<file path="src/rtl/shift_seq_ctrl_if.sv">
// Bundle between the ALU issue logic, the shift controller and the two external shift stages.
// The master side issues requests and returns stage results; the slave side is the controller.
interface shift_seq_ctrl_if #(
    parameter int WIDTH = 32,
    parameter int AMT_W = 5
);
    // Handshake: START is a one-cycle request that is honoured only when BUSY=0.
    // DIR/AMT/DIN are sampled on that same edge. DONE pulses for exactly one cycle
    // when DOUT holds the result.
    logic             START;
    logic             DIR;
    logic [AMT_W-1:0] AMT;
    logic [WIDTH-1:0] DIN;
    logic             BUSY;
    logic             DONE;
    logic [WIDTH-1:0] DOUT;
    logic [WIDTH-1:0] STG_IN;
    logic             C_L_SHIFT, C_NO_SHIFT, C_R_SHIFT;
    logic             C_LEFT_NOT, C_OLD_NOT, C_RIGHT_NOT;
    logic             F_L_SHIFT, F_NO_SHIFT, F_R_SHIFT;
    logic             F_LEFT_NOT, F_OLD_NOT, F_RIGHT_NOT;
    logic [WIDTH-1:0] C_OUT;
    logic [WIDTH-1:0] F_OUT;
    logic [1:0]       state_dbg;

    modport master (
        output START, DIR, AMT, DIN, C_OUT, F_OUT,
        input  BUSY, DONE, DOUT, STG_IN,
        input  C_L_SHIFT, C_NO_SHIFT, C_R_SHIFT, C_LEFT_NOT, C_OLD_NOT, C_RIGHT_NOT,
        input  F_L_SHIFT, F_NO_SHIFT, F_R_SHIFT, F_LEFT_NOT, F_OLD_NOT, F_RIGHT_NOT,
        input  state_dbg
    );

    modport slave (
        input  START, DIR, AMT, DIN, C_OUT, F_OUT,
        output BUSY, DONE, DOUT, STG_IN,
        output C_L_SHIFT, C_NO_SHIFT, C_R_SHIFT, C_LEFT_NOT, C_OLD_NOT, C_RIGHT_NOT,
        output F_L_SHIFT, F_NO_SHIFT, F_R_SHIFT, F_LEFT_NOT, F_OLD_NOT, F_RIGHT_NOT,
        output state_dbg
    );
endinterface

</file>
<file path="src/rtl/shift_seq_ctrl.sv">
// Multi-cycle logical shifter controller: walks a 32-bit word through an external
// shift-by-4 stage and shift-by-1 stage until the requested amount is consumed.
module shift_seq_ctrl #(
    parameter int WIDTH  = 32,
    parameter int AMT_W  = 5,
    parameter int COARSE = 4
) (
    input logic             CLK,
    input logic             RST_N,
    shift_seq_ctrl_if.slave bus
);
    typedef enum logic [1:0] {
        S_IDLE = 2'd0,
        S_RUN  = 2'd1,
        S_DONE = 2'd2
    } state_e;

    localparam logic [AMT_W-1:0] COARSE_AMT = AMT_W'(COARSE);
    localparam logic [AMT_W-1:0] FINE_AMT   = AMT_W'(1);

    state_e           state_q, state_d;
    logic [WIDTH-1:0] wreg_q, wreg_d;
    logic [AMT_W-1:0] cnt_q, cnt_d;
    logic             dirr_q, dirr_d;
    logic             coarse_act, fine_act;

    always_ff @(posedge CLK or negedge RST_N) begin
        if (!RST_N) begin
            state_q <= S_IDLE;
            wreg_q  <= '0;
            cnt_q   <= '0;
            dirr_q  <= 1'b0;
        end else begin
            state_q <= state_d;
            wreg_q  <= wreg_d;
            cnt_q   <= cnt_d;
            dirr_q  <= dirr_d;
        end
    end

    // Stage activity depends only on registered state so the selects are glitch-free
    // with respect to the request inputs.
    always_comb begin
        coarse_act = (state_q == S_RUN) && (cnt_q >= COARSE_AMT);
        fine_act   = (state_q == S_RUN) && (cnt_q <  COARSE_AMT);
    end

    always_comb begin
        state_d = state_q;
        wreg_d  = wreg_q;
        cnt_d   = cnt_q;
        dirr_d  = dirr_q;
        case (state_q)
            S_RUN: begin
                if (coarse_act) begin
                    wreg_d = bus.C_OUT;
                    cnt_d  = cnt_q - COARSE_AMT;
                end else begin
                    wreg_d = bus.F_OUT;
                    cnt_d  = cnt_q - FINE_AMT;
                end
                state_d = (cnt_d == '0) ? S_DONE : S_RUN;
            end
            default: begin
                // IDLE and DONE both accept; DONE otherwise falls back to IDLE.
                if (state_q == S_DONE) state_d = S_IDLE;
                if (bus.START) begin
                    wreg_d  = bus.DIN;
                    cnt_d   = bus.AMT;
                    dirr_d  = bus.DIR;
                    state_d = (bus.AMT != '0) ? S_RUN : S_DONE;
                end
            end
        endcase
    end

    assign bus.BUSY      = (state_q == S_RUN);
    assign bus.DONE      = (state_q == S_DONE);
    assign bus.DOUT      = wreg_q;
    assign bus.STG_IN    = wreg_q;
    assign bus.state_dbg = state_q;

    assign bus.C_L_SHIFT   = coarse_act & dirr_q;
    assign bus.C_R_SHIFT   = coarse_act & ~dirr_q;
    assign bus.C_NO_SHIFT  = ~coarse_act;
    assign bus.C_LEFT_NOT  = ~bus.C_L_SHIFT;
    assign bus.C_RIGHT_NOT = ~bus.C_R_SHIFT;
    assign bus.C_OLD_NOT   = ~bus.C_NO_SHIFT;

    assign bus.F_L_SHIFT   = fine_act & dirr_q;
    assign bus.F_R_SHIFT   = fine_act & ~dirr_q;
    assign bus.F_NO_SHIFT  = ~fine_act;
    assign bus.F_LEFT_NOT  = ~bus.F_L_SHIFT;
    assign bus.F_RIGHT_NOT = ~bus.F_R_SHIFT;
    assign bus.F_OLD_NOT   = ~bus.F_NO_SHIFT;
endmodule

</file>
<file path="src/flat_wrapper.sv">
// flat-port wrapper written by rule: the top's interface ports become plain ports
module shift_seq_ctrl_flat 
#(
    parameter int WIDTH  = 32,
    parameter int AMT_W  = 5,
    parameter int COARSE = 4
)
  (CLK, RST_N, bus_START, bus_DIR, bus_AMT, bus_DIN, bus_C_OUT, bus_F_OUT, bus_BUSY, bus_DONE, bus_DOUT, bus_STG_IN, bus_C_L_SHIFT, bus_C_NO_SHIFT, bus_C_R_SHIFT, bus_C_LEFT_NOT, bus_C_OLD_NOT, bus_C_RIGHT_NOT, bus_F_L_SHIFT, bus_F_NO_SHIFT, bus_F_R_SHIFT, bus_F_LEFT_NOT, bus_F_OLD_NOT, bus_F_RIGHT_NOT, bus_state_dbg);
  shift_seq_ctrl_if #(.WIDTH(WIDTH), .AMT_W(AMT_W)) bus_i ();
  input logic CLK;
  input logic RST_N;
  input wire logic [$bits(bus_i.START)-1:0] bus_START;
  input wire logic [$bits(bus_i.DIR)-1:0] bus_DIR;
  input wire logic [$bits(bus_i.AMT)-1:0] bus_AMT;
  input wire logic [$bits(bus_i.DIN)-1:0] bus_DIN;
  input wire logic [$bits(bus_i.C_OUT)-1:0] bus_C_OUT;
  input wire logic [$bits(bus_i.F_OUT)-1:0] bus_F_OUT;
  output wire logic [$bits(bus_i.BUSY)-1:0] bus_BUSY;
  output wire logic [$bits(bus_i.DONE)-1:0] bus_DONE;
  output wire logic [$bits(bus_i.DOUT)-1:0] bus_DOUT;
  output wire logic [$bits(bus_i.STG_IN)-1:0] bus_STG_IN;
  output wire logic [$bits(bus_i.C_L_SHIFT)-1:0] bus_C_L_SHIFT;
  output wire logic [$bits(bus_i.C_NO_SHIFT)-1:0] bus_C_NO_SHIFT;
  output wire logic [$bits(bus_i.C_R_SHIFT)-1:0] bus_C_R_SHIFT;
  output wire logic [$bits(bus_i.C_LEFT_NOT)-1:0] bus_C_LEFT_NOT;
  output wire logic [$bits(bus_i.C_OLD_NOT)-1:0] bus_C_OLD_NOT;
  output wire logic [$bits(bus_i.C_RIGHT_NOT)-1:0] bus_C_RIGHT_NOT;
  output wire logic [$bits(bus_i.F_L_SHIFT)-1:0] bus_F_L_SHIFT;
  output wire logic [$bits(bus_i.F_NO_SHIFT)-1:0] bus_F_NO_SHIFT;
  output wire logic [$bits(bus_i.F_R_SHIFT)-1:0] bus_F_R_SHIFT;
  output wire logic [$bits(bus_i.F_LEFT_NOT)-1:0] bus_F_LEFT_NOT;
  output wire logic [$bits(bus_i.F_OLD_NOT)-1:0] bus_F_OLD_NOT;
  output wire logic [$bits(bus_i.F_RIGHT_NOT)-1:0] bus_F_RIGHT_NOT;
  output wire logic [$bits(bus_i.state_dbg)-1:0] bus_state_dbg;
  assign bus_i.START = bus_START;
  assign bus_i.DIR = bus_DIR;
  assign bus_i.AMT = bus_AMT;
  assign bus_i.DIN = bus_DIN;
  assign bus_i.C_OUT = bus_C_OUT;
  assign bus_i.F_OUT = bus_F_OUT;
  assign bus_BUSY = bus_i.BUSY;
  assign bus_DONE = bus_i.DONE;
  assign bus_DOUT = bus_i.DOUT;
  assign bus_STG_IN = bus_i.STG_IN;
  assign bus_C_L_SHIFT = bus_i.C_L_SHIFT;
  assign bus_C_NO_SHIFT = bus_i.C_NO_SHIFT;
  assign bus_C_R_SHIFT = bus_i.C_R_SHIFT;
  assign bus_C_LEFT_NOT = bus_i.C_LEFT_NOT;
  assign bus_C_OLD_NOT = bus_i.C_OLD_NOT;
  assign bus_C_RIGHT_NOT = bus_i.C_RIGHT_NOT;
  assign bus_F_L_SHIFT = bus_i.F_L_SHIFT;
  assign bus_F_NO_SHIFT = bus_i.F_NO_SHIFT;
  assign bus_F_R_SHIFT = bus_i.F_R_SHIFT;
  assign bus_F_LEFT_NOT = bus_i.F_LEFT_NOT;
  assign bus_F_OLD_NOT = bus_i.F_OLD_NOT;
  assign bus_F_RIGHT_NOT = bus_i.F_RIGHT_NOT;
  assign bus_state_dbg = bus_i.state_dbg;
  shift_seq_ctrl #(.WIDTH(WIDTH), .AMT_W(AMT_W), .COARSE(COARSE)) u_core (.CLK(CLK), .RST_N(RST_N), .bus(bus_i));
endmodule
</file>
<file path="config.mk">
export PLATFORM = sky130hd
export DESIGN_NAME = shift_seq_ctrl_flat
export DESIGN_NICKNAME = d
export VERILOG_FILES = /design/src/rtl/shift_seq_ctrl_if.sv /design/src/rtl/shift_seq_ctrl.sv /design/src/flat_wrapper.sv
export SDC_FILE = /design/constraint.sdc
export NUM_CORES = 1
export LEC_CHECK = 0
export ABC_AREA = 1
export CORE_UTILIZATION = 32
export DETAILED_ROUTE_END_ITERATION = 10
export PLACE_DENSITY = 0.77
export SETUP_SLACK_MARGIN = 0.2
export SYNTH_ARGS = -nofsm -noshare
export SYNTH_HDL_FRONTEND = slang
export SYNTH_SLANG_ARGS = --single-unit
</file>
<file path="constraint.sdc">
create_clock -name CLK -period 1.6 [get_ports CLK]
set_input_delay 0.24 -clock CLK [delete_from_list [all_inputs] [get_ports CLK]]
set_output_delay 0.24 -clock CLK [all_outputs]
set_load 0.01 [all_outputs]
</file>
==> results of run 1 <==
## cell type report
type	instances	area, um^2
Clock buffer	5	68.82
Clock inverter	3	46.29
Fill cell	586	2302
Inverter	29	126.4
Multi-Input combinational cell	277	1785
Sequential cell	40	1002
Tap cell	105	131.4
Timing Repair Buffer	254	2713
## metal layers
metal | track usage, % | routed length [um] | vias to the layer above
li1 | - | - | 1631
met1 | 30.09 | 4831 | 1743
met2 | 49.75 | 6862 | 163
met3 | 5.122 | 786 | 28
met4 | 8.590 | 377 | 0
met5 | 0 | 0 | -
## cells in the final DEF, fill, tap and decap left out, drive strengths merged, types with 2 or more instances in the layout
cell and instances:
a21oi 10, a22oi 2, buf 84, clkbuf 6, clkdlybuf4s50 103, dfrtp 40
dlygate4sd2 63, ha 6, inv 30, nand2 186, nand3 37, nor2 13
o211ai 5, o21ai 12, xor2 3
## kinds of logic after synthesis
group,after synthesis,synth area share (%)
fa+ha+maj,6,2.802
flops,40,37.37
xor+xnor,3,0.9810
compound gates,29,6.072
buf+inv,79,16.72
simple gates,239,36.06
## timing repair
item | 4_1_cts | 5_1_grt
buffers inserted | 24 | 7
endpoints found under the hold margin | 21 | 0
hold buffers | 1 | 0
gates resized for setup | 217 | 112
pin swaps | 25 | 32
cloned | 12 | 0
endpoints found under the setup margin | 120 | 56
## power groups by stage
stage / registers (mW) / clock network, mW / logic (mW)
floorplan: 2.14 / 0 / 3.64
global placement: 1.98 / 0 / 6.36
detailed placement: 2.00 / 0 / 6.53
CTS: 1.93 / 0.887 / 8.23
global route: 2.03 / 0.917 / 10.2
finish: 1.97 / 0.867 / 9.59
## worst paths after layout
check / start / to / slack [ns] / cells past startpoint
max: u_core.cnt_q[3] / u_core.bus.state_dbg[0] / -0.16 / 10
min: RST_N / u_core.bus.DOUT[11] / 0.47 / 2
max reg2reg: u_core.cnt_q[3] / u_core.bus.state_dbg[0] / -0.16 / 10
min reg2reg: u_core.bus.DOUT[9] / u_core.bus.DOUT[9] / 0.53 / 2
max in group asynchronous: RST_N / u_core.bus.DOUT[21] / 0.45 / 3
min in group CLK: bus_DIN[11] / u_core.bus.DOUT[11] / 0.50 / 3
## critical path: stages (launching register included)
cell and delay [ns]:
dfrtp_1 0.42, nor2_2 0.17, buf_6 0.13, nand3_4 0.10, buf_6 0.18, nand3_1 0.11
nand2_2 0.08, nor2_2 0.14, nand3_2 0.11, nand2_2 0.12, a21oi_2 0.07
## state kept, by name (all words and copies together) (netlist names)
register and flops:
u_core.dirr_q 1, u_core.bus.state_dbg 2, u_core.cnt_q 5, u_core.bus.DOUT 32
## per-stage QoR
stage	cells	setup TNS (ns)	util (%)	total power, mW	instance area [um^2]
finish	713	-1.933	71.84	12.43	5873
global route	713	-5.246	71.84	13.16	5873
CTS	706	-1.144	66.53	11.05	5439
detailed placement	661	-2.183	56.83	8.533	4646
global placement	661	-1.582	56.83	8.335	4646
floorplan	396	-0.0002276	-	5.778	2806
==> metrics.cfg, run 1 <==
[run_status]
status=finished, violations left
failed_checks=setup timing

[logic_synthesis]
synth_top_area_cell=dfrtp_1
synth_top_area_share_pct=37.37
yosysMostFrequentCell=nand2_1
synth_seq_area_share_pct=37.37
postSynthCellCount=396
synth_cell_types=23
synth_area_leaders=dfrtp_1 37%, nand2_1 26%, buf_4 9.5%
synth_edf_count=0
ys.warnings.count=0
ys_async_sr_fraction_pct=100.0
synth_nets=507
synthFlopType=dfrtp_1
netlist_area_mm2=0.002679
synth_commonest_cells=185 x nand2_1, 40 x dfrtp_1, 36 x nand3_1
synth_seq_cells=40
avgSynthCellArea_um2=6.765

[setup_path]
crit_type=flip-flop to flip-flop
crit_fanout=13
startpoint_type=flip-flop
cp.required_ns=1.78
worst_setup_path_end_kind=flip-flop
critical_path_arrival_ns=1.94

[pwr]
p_clk_share_pct=7.0
p_seq_share_pct=15.8
power_leakage_nw=2.910
p_sw_mw=5.651
power.density_mw_per_mm2=2116
combinationalPowerShare_pct=77.2
ir_drop_mv=1.110
intPower_mw=6.775
p_sw_share_pct=45.48

[cts]
clkTransAtPathRegs_ns=0.09
cts_tree=built
clock_tree.buffer_depth=2
clk_latency_ns=0.30
clkSinkCount=40
numCtsBuffers=5
clock-root-buffer=clkbuf_8
htreeDepth=2

[floorplanning]
initial_utilization_pct=32.77
ioPinCount=185
die-height_um=93.50
dieArea_mm2=0.008741
fp-row-count=33
die_w_um=93.50
coreArea_mm2=0.008175

[worst_hold_path]
hold_class=input pin to asynchronous set/reset pin

[cells_and_area]
final_net_count=718
area_growth_pct=119.2
diodes=0
drive_gt1_share_pct=35.69

[placement]
hpwl_mm=7.373
gp_congestion=0.8506
io_buffers=184
pre_cts_ws_ns=-0.2072

[sta]
tightest_slew_ns=0.5521
holdWs_ns=0.4670
skew_ns=0.009609
fin_crit_sh_pct=109.8
finalHoldViolCount=0
fmax_mhz=569.5
rsz0062_at_grt=true
fin_ws_ns=-0.1560
slew_headroom_pct=63.19
setup_violations=44
slew_viol_final=0
finalCriticalPeriod_ns=1.756

[grt]
grt_max_degree=23
grt_pass1_vias=3497
antenna_found_initial=0
grtUsageTotal_pct=26.61
grt_pass1_wl_mm=17.75
overflow=0

[drt]
wl_mm=12.86
drc=0
postRouteAntennaNets=0
viasPerCell=5.000
dr.pass1.iters=4
drt_iter0_drc=135
wl_per_cell_um=18.03
vias=3565

[run]
maxCapViolCount=0

(Power assumes the default switching activity.)
==> inputs of run 2 (changes only) <==
--- a/config.mk
+++ b/config.mk
@@ -6,6 +6,7 @@
 export NUM_CORES = 1
 export LEC_CHECK = 0
 export ABC_AREA = 1
+export CORE_ASPECT_RATIO = 1.4
 export CORE_UTILIZATION = 32
 export DETAILED_ROUTE_END_ITERATION = 10
 export PLACE_DENSITY = 0.77
==> run 2 against run 1 <==
  * The flow still finishes with violations (setup timing)
  * Routed wire length is 17% lower
  * Final cell count is 2.4% lower
  * Non-clock buffer count is 14 lower
  * Maximum frequency is 2.6% higher
  * Utilization is 4.8 points lower
  * Critical path depth is 3 higher
  * Critical path type unchanged
  * Largest cell class unchanged
==> metrics.cfg, run 2 (synthesis gave the netlist of run 1 again) <==
[floorplanning]
initial_utilization_pct=32.87  ; +0.11 points
die-height_um=110.3  ; +18%
fp-row-count=39  ; +18%
die_w_um=79.33  ; -15%
ioPinCount=185  ; unchanged
coreArea_mm2=0.008149  ; -0.32%
dieArea_mm2=0.008746  ; about the same

[setup_path]
reg2reg_depth=13  ; +3
reg2reg_to=u_core.bus.state_dbg[1]
crit_fanout=6  ; -7
slowest_delay_ns=0.46  ; +0.04 ns
r2r_slack_ns=-0.11  ; +0.04 ns
worst_setup_path_end_kind=flip-flop
crit_path_cell_trace=ha_4 -> nand2_4 -> nand3_4 -> nand2_8 -> clkinv_8 -> buf_6 -> nand2_2 -> nand2_2 -> inv_2 -> nand3_2 -> nand2_2 -> nand2_1 -> nand2_1
rr_startpoint=u_core.cnt_q[2]
endpoint=u_core.bus.state_dbg[1]
startpoint=u_core.cnt_q[2]
crit_type=flip-flop to flip-flop
cp.required_ns=1.81  ; +0.03 ns
critical_path_arrival_ns=1.92  ; -0.02 ns
cp_slowest_cell=dfrtp_2
path_common_cell=nand2_2
startpoint_type=flip-flop

[sta]
setup_violations=37  ; -16%
finalCriticalPeriod_ns=1.712  ; -0.04434 ns
tightest_slew_ns=0.4822  ; -0.06989 ns
finalHoldViolCount=0  ; unchanged
slew_viol_final=0  ; unchanged
skew_ns=0.006187  ; -0.003422 ns
rsz0062_at_grt=true
slew_headroom_pct=67.85  ; +4.7 points
fin_ws_ns=-0.1117  ; +0.04434 ns
fmax_mhz=584.2  ; +2.6%
fin_crit_sh_pct=107.0  ; -2.8 points

[cells_and_area]
diodes=0  ; unchanged
area_growth_pct=104.0
final_net_count=704  ; -1.9%
layout_commonest_cell=nand2_1
fillers=679  ; +16%
final_cell_count_no_fill=696  ; -2.4%
drive_gt1_share_pct=23.23  ; -12 points
largest_register_ffs=32  ; unchanged
mostFrequentLayoutCells=166 x nand2_1, 103 x clkdlybuf4s50_1, 64 x dlygate4sd2_1, 39 x dfrtp_1, 32 x nand3_1

[grt]
overflow=0  ; unchanged
antenna_found_initial=0  ; unchanged
grt_pass1_vias=3232  ; -7.6%
grt_pass1_wl_mm=15.84  ; -11%
grtUsageTotal_pct=23.77  ; -2.8 points
grt_max_degree=23  ; unchanged

[run_status]
failed_checks=setup timing
status=finished, violations left

[placement]
placedCellCount=660  ; -0.15%
io_buffers=184  ; unchanged
pre_cts_ws_ns=-0.2889  ; -0.08161 ns
gp_congestion=0.7987  ; -6.1%
hpwl_mm=7.200  ; -2.3%

[cts]
clkSinkCount=40  ; unchanged
clock-root-buffer=clkbuf_16
cts_tree=built
clock_tree.buffer_depth=2  ; unchanged
numCtsBuffers=5  ; unchanged
clkTransAtPathRegs_ns=0.06  ; -0.03 ns
clk_latency_ns=0.28  ; -0.02 ns
htreeDepth=2  ; unchanged

[drt]
wl_per_cell_um=15.42  ; -14%
drc=0  ; unchanged
dr.pass1.iters=5  ; +1
vias=3331  ; -6.6%
wl_mm=10.73  ; -17%
postRouteAntennaNets=0  ; unchanged
drt_iter0_drc=142  ; +5.2%
viasPerCell=4.786  ; -4.3%

[pwr]
ir_drop_mv=1.105  ; -0.46%
power_leakage_nw=2.702  ; -7.2%
power.density_mw_per_mm2=2070  ; -2.2%

[worst_hold_path]
hold_class=input pin to asynchronous set/reset pin

[run]
maxCapViolCount=0  ; unchanged

[run 2: cell count changes in the layout (fill, tap and decap cells not counted), moves of 8 or more]
| cell | change |
|---|---|
| clkbuf_16 | +8 |
| nand2_4 | -18 |
| nand3_1 | +10 |
| nand3_2 | -10 |
| nand2_1 | +46 |
| nand2_2 | -28 |
[run 2: power breakdown]
group / internal (mW) / switching [mW]
clock network: 0.821 / 0.390
logic: 4.12 / 4.03
registers: 1.54 / 0.414
[run 2: final cells by class]
cell class,instances,area (um^2),share of cell area (%)
clock buffer,7,152.6,2.794
clock inverter,1,30.03,0.5496
inverter,29,126.4,2.313
multi-input combinational,277,1459,26.70
sequential,40,1002,18.34
tap,102,127.6,2.336
timing repair buffer,240,2566,46.97
[run 2: worst min path at each step]
stage / endpoint / slack [ns] / startpoint
final: u_core.bus.DOUT[25] / 0.46 / RST_N
after global routing: u_core.bus.DOUT[25] / 0.51 / RST_N
after CTS: u_core.bus.DOUT[26] / 0.48 / RST_N
after detailed placement: u_core.bus.DOUT[0] / 0.23 / RST_N
after global placement: u_core.bus.DOUT[0] / 0.22 / RST_N
after floorplan: u_core.bus.DOUT[0] / -0.06 / RST_N
[run 2: what timing repair did]
item,in CTS,in global routing
gates cloned,7,3
buffers inserted,13,4
hold buffers,1,0
hold endpoints to repair,18,0
gates resized for setup,167,50
pin swaps,11,11
setup endpoints to repair,120,56
[run 2: critical path, delay by kind of cell (launching register included)]
kind	cells	cell delay [ns]
flops	1	0.46
fa+ha+maj	1	0.18
simple gates	9	0.72
buf+inv	3	0.28
[run 2: through the flow]
| stage | cell area [um^2] | utilization [%] | setup TNS, ns | total power, mW | hold slack [ns] |
|---|---|---|---|---|---|
| after global routing | 5464 | 67.05 | -4.752 | 12.09 | 0.5082 |
| after CTS | 5249 | 64.41 | -1.174 | 10.51 | 0.4825 |
| after global placement | 4682 | 57.45 | -1.917 | 8.389 | 0.2151 |
| after floorplan | 2806 | - | -0.0002276 | 5.778 | -0.05559 |
| final | 5464 | 67.05 | -1.683 | 11.31 | 0.4629 |
| after detailed placement | 4682 | 57.45 | -2.574 | 8.594 | 0.2322 |
[run 2: layer usage]
metal,GRT usage [%],part of all wire [%]
met5,0,0
met4,4.935,1.2
met3,3.786,5.6
met2,47.48,56
met1,25.89,37
